## src/rtl/m_ext_ctrl.sv

```systemverilog
// Sequencing controller for the combinational RV32M datapath: accepts one
// operation, holds operands for a settling window, then returns the result.
module m_ext_ctrl #(
  parameter int unsigned MUL_LAT = 2,
  parameter int unsigned DIV_LAT = 4
) (
  input  logic        ip_clk,
  input  logic        ip_rst,
  input  logic        ip_req_valid,
  output logic        op_req_ready,
  input  logic [31:0] ip_rs1,
  input  logic [31:0] ip_rs2,
  input  logic [2:0]  ip_funct_3,
  input  logic [4:0]  ip_rd,
  input  logic        ip_flush,
  output logic [31:0] op_ext_rs1,
  output logic [31:0] op_ext_rs2,
  output logic [2:0]  op_ext_funct_3,
  input  logic [31:0] ip_ext_result,
  output logic        op_resp_valid,
  input  logic        ip_resp_ready,
  output logic [31:0] op_resp_result,
  output logic [4:0]  op_resp_rd,
  output logic        op_busy
);

  typedef enum logic [1:0] {
    IDLE = 2'd0,
    WAIT = 2'd1,
    DONE = 2'd2
  } state_t;

  localparam logic [5:0] MUL_CNT = 6'(MUL_LAT - 1);
  localparam logic [5:0] DIV_CNT = 6'(DIV_LAT - 1);

  state_t      state;
  logic [5:0]  cnt;
  logic [31:0] result_q;
  logic [4:0]  rd_q;

  logic        accept;
  logic        is_div;
  logic        div0;
  logic        ovf;
  logic [31:0] special_result;

  assign op_req_ready = ~ip_flush & ((state == IDLE) | ((state == DONE) & ip_resp_ready));
  assign accept       = ip_req_valid & op_req_ready;

  // Architecturally defined corner cases bypass the datapath entirely.
  assign is_div = ip_funct_3[2];
  assign div0   = is_div & (ip_rs2 == 32'h0000_0000);
  assign ovf    = is_div & ~ip_funct_3[0] &
                  (ip_rs1 == 32'h8000_0000) & (ip_rs2 == 32'hFFFF_FFFF);

  always_comb begin
    special_result = 32'h0000_0000;
    if (div0)
      special_result = ip_funct_3[1] ? ip_rs1 : 32'hFFFF_FFFF;
    else if (ovf)
      special_result = ip_funct_3[1] ? 32'h0000_0000 : 32'h8000_0000;
  end

  // NOTE: sequential state uses non-blocking assignments only; the operand
  // and result registers are reset too because they drive ports directly.
  always_ff @(posedge ip_clk) begin
    if (ip_rst) begin
      state          <= IDLE;
      cnt            <= 6'd0;
      result_q       <= 32'h0000_0000;
      rd_q           <= 5'd0;
      op_ext_rs1     <= 32'h0000_0000;
      op_ext_rs2     <= 32'h0000_0000;
      op_ext_funct_3 <= 3'd0;
    end else if (ip_flush) begin
      state <= IDLE;
    end else if (accept) begin
      op_ext_rs1     <= ip_rs1;
      op_ext_rs2     <= ip_rs2;
      op_ext_funct_3 <= ip_funct_3;
      rd_q           <= ip_rd;
      if (div0 | ovf) begin
        result_q <= special_result;
        state    <= DONE;
      end else begin
        cnt   <= is_div ? DIV_CNT : MUL_CNT;
        state <= WAIT;
      end
    end else begin
      case (state)
        WAIT: begin
          if (cnt != 6'd0) begin
            cnt <= cnt - 6'd1;
          end else begin
            result_q <= ip_ext_result;
            state    <= DONE;
          end
        end
        DONE: begin
          if (ip_resp_ready)
            state <= IDLE;
        end
        default: ;
      endcase
    end
  end

  assign op_resp_valid  = (state == DONE);
  assign op_busy        = (state != IDLE);
  assign op_resp_result = result_q;
  assign op_resp_rd     = rd_q;

endmodule

```

## config.mk

```make
export PLATFORM = sky130hd
export DESIGN_NAME = m_ext_ctrl
export DESIGN_NICKNAME = d
export VERILOG_FILES = /design/src/rtl/m_ext_ctrl.sv
export SDC_FILE = /design/constraint.sdc
export NUM_CORES = 1
export LEC_CHECK = 0
export CORE_AREA = 2 2 115 117
export DETAILED_ROUTE_END_ITERATION = 6
export DIE_AREA = 0 0 117 119
export HOLD_SLACK_MARGIN = 0.02
export PLACE_DENSITY = 0.86
export SLEW_MARGIN = 25
export SYNTH_ARGS = -nofsm -noshare
export SYNTH_HDL_FRONTEND = slang
export SYNTH_SLANG_ARGS = --single-unit
```

## constraint.sdc

```tcl
create_clock -name ip_clk -period 2.3 [get_ports ip_clk]
set_input_delay 0.345 -clock ip_clk [delete_from_list [all_inputs] [get_ports ip_clk]]
set_output_delay 0.345 -clock ip_clk [all_outputs]
set_load 0.02 [all_outputs]
```

Word level (Yosys, flattened, before mapping)
Index checks and enable logic that the tools add are counted.
{"block": "op_classes", "add_sub_neg": 1, "multipliers": 0, "div_mod_pow": 0, "order_cmp": 0, "eq_ne": 9, "n_shift": 0, "mux": 18, "bitwise": 11, "reduce_logical": 12}
{"cell": "$mux 32", "count": 8}
{"cell": "$eq 32x32->1 const B", "count": 2}
{"cell": "$logic_not 32->1", "count": 1}
{"cell": "$mux 6", "count": 4}
{"cell": "$mux 2", "count": 5}
{"cell": "$reduce_and 4->1", "count": 2}
{"cell": "$and 1x1->1", "count": 7}
{"cell": "$reduce_bool 2->1", "count": 3}
{"cell": "$reduce_bool 6->1", "count": 1}
{"cell": "$sub 6x1->6 const B", "count": 1}
{"cell": "$ne 2x2->1 const B", "count": 2}
{"cell": "$pmux 2 s2", "count": 1}
{"cell": "$ne 3x1->1 const B", "count": 1}
{"cell": "$ne 3x3->1 const B", "count": 1}
{"cell": "$reduce_and 3->1", "count": 1}
{"cell": "$reduce_bool 3->1", "count": 1}
{"cell": "$eq 2x1->1 const B", "count": 1}
{"cell": "$eq 2x2->1 const B", "count": 1}
{"cell": "$logic_not 2->1", "count": 1}
{"cell": "$ne 2x1->1 const B", "count": 1}
{"cell": "$not 1->1", "count": 2}
{"cell": "$or 1x1->1", "count": 2}
{"cell": "$reduce_and 2->1", "count": 1}
{"cell": "$reduce_or 2->1", "count": 1}
{"block": "word_totals", "regBits": 112, "latch_bits": 0, "ram_bits": 0, "rom_bits": 0, "in_bits": 109, "out_inout_bits": 107, "word_cells": 58, "memories": 0}

Logic depth before layout (Yosys ltp)
{"block": "logic_depth", "depth_word": 8, "mapped_depth": 9, "mapped_depth_nobuf": 8}

Worst setup path after synthesis
No wires, ideal clock.
{"block": "synth_timing", "path_type": "register -> register", "from": "register cnt[0]", "to": "register result_q[10] (netlist: op_resp_result[10])", "setup_time_ps": 81, "arrival_ps": 1836, "setup_slack_ps": 383, "stages_incl_launch_ff": 9, "n_path_buf": 1, "period_less_slack_ps": 1917, "cell_sequence": "dfxtp_1 -> inv_1 -> ha_1 -> or4b_1 -> nor2_1 -> o21ai_1 -> a21o_1 -> buf_2 -> a211oi_2"}
{"block": "synth_via", "elab_chain_len": 3}
{"element": "start: declaration", "line_no": "37", "text": "logic [5:0] cnt;"}
{"element": "start signal: assignment", "line_no": "86", "text": "cnt <= is_div ? DIV_CNT : MUL_CNT;"}
{"element": "start signal: assignment", "line_no": "93", "text": "cnt <= cnt - 6'd1;"}
{"element": "$reduce_bool 6->1", "line_no": "92", "text": "if (cnt != 6'd0) begin"}
{"element": "$ne 2x2->1 (no source line)"}
{"element": "$reduce_and 4->1 (no source line)"}
{"element": "end signal: assignment", "line_no": "83", "text": "result_q <= special_result;"}
{"element": "end signal: assignment", "line_no": "95", "text": "result_q <= ip_ext_result;"}
{"element": "end: declaration", "line_no": "38", "text": "logic [31:0] result_q;"}
Every way passes these cells.
A chain may end at the register's enable or synchronous reset.

Worst setup path after layout
{"block": "layout_timing", "from": "input port ip_rs2[13]", "to": "register result_q[3] (netlist: op_resp_result[3])"}
{"block": "layout_via", "elab_chain_len": 6, "word_cells_on_any_way": 11, "classes_between": "2 x eq/ne; 4 x mux; 3 x bitwise; 2 x reduce/logical"}
{"element": "start: declaration", "line_no": "12", "text": "input logic [31:0] ip_rs2,"}
{"element": "$eq 32x32->1", "line_no": "54", "text": "(ip_rs1 == 32'h8000_0000) & (ip_rs2 == 32'hFFFF_FFFF);"}
{"element": "$and 1x1->1", "line_no": "54"}
{"element": "$mux 32", "line_no": "60", "text": "else if (ovf)"}
{"element": "$mux 32", "line_no": "58", "text": "if (div0)"}
{"element": "$mux 32", "line_no": "82", "text": "if (div0 | ovf) begin"}
{"element": "$mux 32", "line_no": "77", "text": "end else if (accept) begin"}
Several ways; a longest one is shown, not always the timed one. The select of a mux whose other input is x is not followed.

==> flow_metrics.tcl <==
set metrics [dict create \
    initial_utilization 0.427 \
    areaGrowthSynthToFinish_pct 60.3 \
    number_of_standard_cell_rows_in_the_floorplan 42 \
    worstPathRequired_ps 2570 \
    synth_area_leaders "sky130_fd_sc_hd__dfxtp_1 (41%), sky130_fd_sc_hd__a211oi_2 (13%), sky130_fd_sc_hd__nand2_1 (10%)" \
    timing_worst_slew_pin_value_ps 511 \
    synth_area_in_adders 0.00455 \
    postSynthNetCount 785 \
    route.final.wire_length_um 18900 \
    crit_start "ip_rs2[13]" \
    core_um2 12900 \
    fin_worst_hold_slack_ps 338 \
    synthSimpleGateAreaFrac 0.173 \
    clkSinkCount 112 \
    routedWlPerCell_um 17.1 \
    drtAntennaViolNets 0 \
    postCtsSetupRepairBufs 0 \
    synth_ff_type "sky130_fd_sc_hd__dfxtp_1" \
    static-leakage-power_nw 3.31 \
    ioPinCount 216 \
    yosysTopAreaCell "sky130_fd_sc_hd__dfxtp_1" \
    drc 0 \
    cp-start-kind "primary input" \
    comb_power_share 0.265 \
    outcome "completed" \
    cts_max_level 3 \
    tritoncts "yes" \
    first_pass_grt_wire_length_um 29100 \
    worstReg2RegStart "cnt[0]$_SDFFE_PP0P_" \
    worst_hold_path_type "in -> reg" \
    cts_buffer_depth 2 \
    worst_slew_margin_rel 0.659 \
    min-delay-start "ip_rs2[4]" \
    io_port_bufs 215 \
    maxCapViolCount 0 \
    final_min_period_over_clock_period 0.985 \
    layout.nets 1037 \
    worst_slack_ps 33.9 \
    synth.lib_cells_used.distinct 41 \
    syn_area_um2 5500 \
    die-area_um2 13900 \
    latest_clock_arrival_within_the_worst_skew_pair_ps 350 \
    synth_top_family_by_area "compound AO/OA/AOI/OAI gates" \
    grt_setup_unrepaired "true" \
    crit_fanout 12 \
    syn_inst 674 \
    antenna-diode-count 0 \
    intPower_w 0.00357 \
    timing.final.hold_violations 0 \
    clock_power_share 0.310 \
    synth_mux_area_frac 0.00569 \
    synth.yosys.seq_area_share 0.408 \
    switching_power_w 0.00143 \
    nFillCells 1012 \
    final_core_util 0.685 \
    clk_pin_slew_worst_paths_ps 70 \
    ctsRootBufferMaster "sky130_fd_sc_hd__clkbuf_16" \
    chipHeight_um 119 \
    die_width_um 117 \
    synth-async-reset-ratio 0 \
    place.detailed.hpwl_um 13800 \
    crit_path_end_kind "flop" \
    synth_compound_area_frac 0.314 \
    p_sw_frac 0.286 \
    pwr_density_cell_nw_per_um2 568 \
    clock_skew_ps 9.89 \
    avgViaCountPerCell 5.37 \
    number_of_max_slew_violations_in_the_final_report 0 \
    via_count 5933 \
    grt_overflow_total 0 \
    synth_xor_area_frac 0.00159 \
    layout_min_cycle_time_ps 2270 \
    count_of_flip_flops_with_a_built_in_enable_after_synthesis 0 \
    synthesis.yosys.warnings 0 \
    final_layout_size_suffix_gt1_frac 0.195 \
    p_seq_frac 0.425 \
    grt_antenna_before_repair 0 \
    setup-tns-final_ps 0 \
    dr.pass1.iters 7 \
    synth_largest_type_area_fraction 0.408 \
    quantity_of_hold_fixing_buffers_added_after_cts 0 \
    fmaxAchievable_mhz 441 \
    setup_viol 0 \
    critical_path_class "in -> reg" \
    cts_inserted_buffers 9 \
    timing.critical_path.arrival_ps 2530 \
    grt_pass1_vias 5739 \
    syn_avg_cell_area_um2 8.16 \
    maximum_number_of_pins_on_one_net_before_global_route_repair 63 \
    vdd_drop_max_uv 425 \
    dp_slack_ps -459 \
    groute.usage.overall 0.267 \
    gp_congestion 0.856 \
    yosys_register_bits 112 \
    detail_route.iter0.violations 402 \
]
## synthesized netlist by cell type, types with 2 or more instances
master and instances:
sky130_fd_sc_hd__a211oi_1 9, sky130_fd_sc_hd__a211oi_2 56, sky130_fd_sc_hd__a21oi_1 96, sky130_fd_sc_hd__a21oi_2 10, sky130_fd_sc_hd__a22o_1 31, sky130_fd_sc_hd__a31oi_1 3, sky130_fd_sc_hd__and4_1 2, sky130_fd_sc_hd__buf_2 25
sky130_fd_sc_hd__buf_4 2, sky130_fd_sc_hd__buf_6 2, sky130_fd_sc_hd__clkbuf_1 26, sky130_fd_sc_hd__dfxtp_1 112, sky130_fd_sc_hd__ha_1 2, sky130_fd_sc_hd__inv_1 68, sky130_fd_sc_hd__mux2i_1 2, sky130_fd_sc_hd__nand2_1 153
sky130_fd_sc_hd__nand2b_1 2, sky130_fd_sc_hd__nand3_1 7, sky130_fd_sc_hd__nand4_1 10, sky130_fd_sc_hd__nor2_1 8, sky130_fd_sc_hd__nor2b_1 2, sky130_fd_sc_hd__nor3_1 2, sky130_fd_sc_hd__nor4_1 15, sky130_fd_sc_hd__o211ai_1 6
sky130_fd_sc_hd__o21ai_0 3, sky130_fd_sc_hd__o21ai_1 3, sky130_fd_sc_hd__or2_2 2, sky130_fd_sc_hd__or3_1 2
## power by group through the flow
stage	sequential (W)	combinational (W)	clock [W]
global route	0.00214	0.00141	0.00166
global placement	0.00216	0.00126	0
finish	0.00212	0.00133	0.00155
floorplan	0.00230	0.000478	0
CTS	0.00212	0.00130	0.00158
detailed placement	0.00217	0.00128	0
## routing by layer
layer  track usage  up-vias  part of all wire
met1         0.340     2763              0.40
met4         0.129        0             0.045
li1              -     2843                 -
met5             0        -                 0
met3        0.0646       63             0.074
met2         0.421      264              0.48
## final timing paths
path                                    end  slack (ps)  cells past startpoint
max          op_resp_result[3]$_SDFFE_PP0P_          30                      8
min              op_ext_rs2[4]$_SDFFE_PP0P_         340                      3
max reg2reg  op_resp_result[3]$_SDFFE_PP0P_         110                      8
min reg2reg     op_ext_rs1[31]$_SDFFE_PP0P_         450                      2
## what timing repair did
item                                   CTS  global route
gates resized for setup                  4            22
gates cloned                             0             1
endpoints found under the hold margin    0             0
pin swaps                                0            10
setup endpoints to repair               32            33
## area by class of cell
| class | count | area, um^2 | share of cell area |
|---|---|---|---|
| clock buffer | 12 | 246 | 0.0280 |
| clock inverter | 1 | 30.0 | 0.00341 |
| inverter | 68 | 255 | 0.0290 |
| multi-input combinational | 439 | 2890 | 0.327 |
| sequential | 112 | 2240 | 0.254 |
| tap | 176 | 220 | 0.0250 |
| timing repair buffer | 296 | 2930 | 0.333 |
## cells by family after synthesis
group | after synthesis
AOI/OAI and AO/OA | 220
xor gates and xnor gates | 1
and+or+nand+nor | 213
buffers and inverters | 123
muxes | 3
DFF | 112
adders and majority gates | 2
## critical path, cell delays in order
cell and delay (ps):
sky130_fd_sc_hd__clkdlybuf4s50_1 480, sky130_fd_sc_hd__nor4_4 350, sky130_fd_sc_hd__nand4_1 210, sky130_fd_sc_hd__nor3_4 360, sky130_fd_sc_hd__nor2_4 120, sky130_fd_sc_hd__a21o_4 270
sky130_fd_sc_hd__buf_12 160, sky130_fd_sc_hd__a211oi_2 230
## stage by stage
step                      power [W]  area [um^2]  cells
after CTS                   0.00500         8680   1103
after global routing        0.00521         8810   1104
after floorplan             0.00277         5500    674
after detailed placement    0.00345         8370   1090
after global placement      0.00343         8370   1090
final                       0.00500         8810   1104
## registers in the layout, summed over array words and instances (netlist names)
signal          flops
op_ext_funct_3      3
cnt                 6
op_ext_rs1         32
state               2
op_ext_rs2         32
op_resp_rd          5
op_resp_result     32
## cell usage in the layout, fill, tap and decap left out, types with 10 or more instances in the layout
cell type / instances
sky130_fd_sc_hd__dfxtp_1: 112
sky130_fd_sc_hd__inv_1: 68
sky130_fd_sc_hd__clkbuf_16: 10
sky130_fd_sc_hd__nand2_1: 153
sky130_fd_sc_hd__a21oi_1: 96
sky130_fd_sc_hd__a22o_1: 31
sky130_fd_sc_hd__buf_4: 69
sky130_fd_sc_hd__nand4_1: 10
sky130_fd_sc_hd__buf_12: 11
sky130_fd_sc_hd__clkdlybuf4s50_1: 207
sky130_fd_sc_hd__a211oi_2: 57
sky130_fd_sc_hd__a21oi_2: 10
No activity file was read; power rests on OpenSTA's default activity.
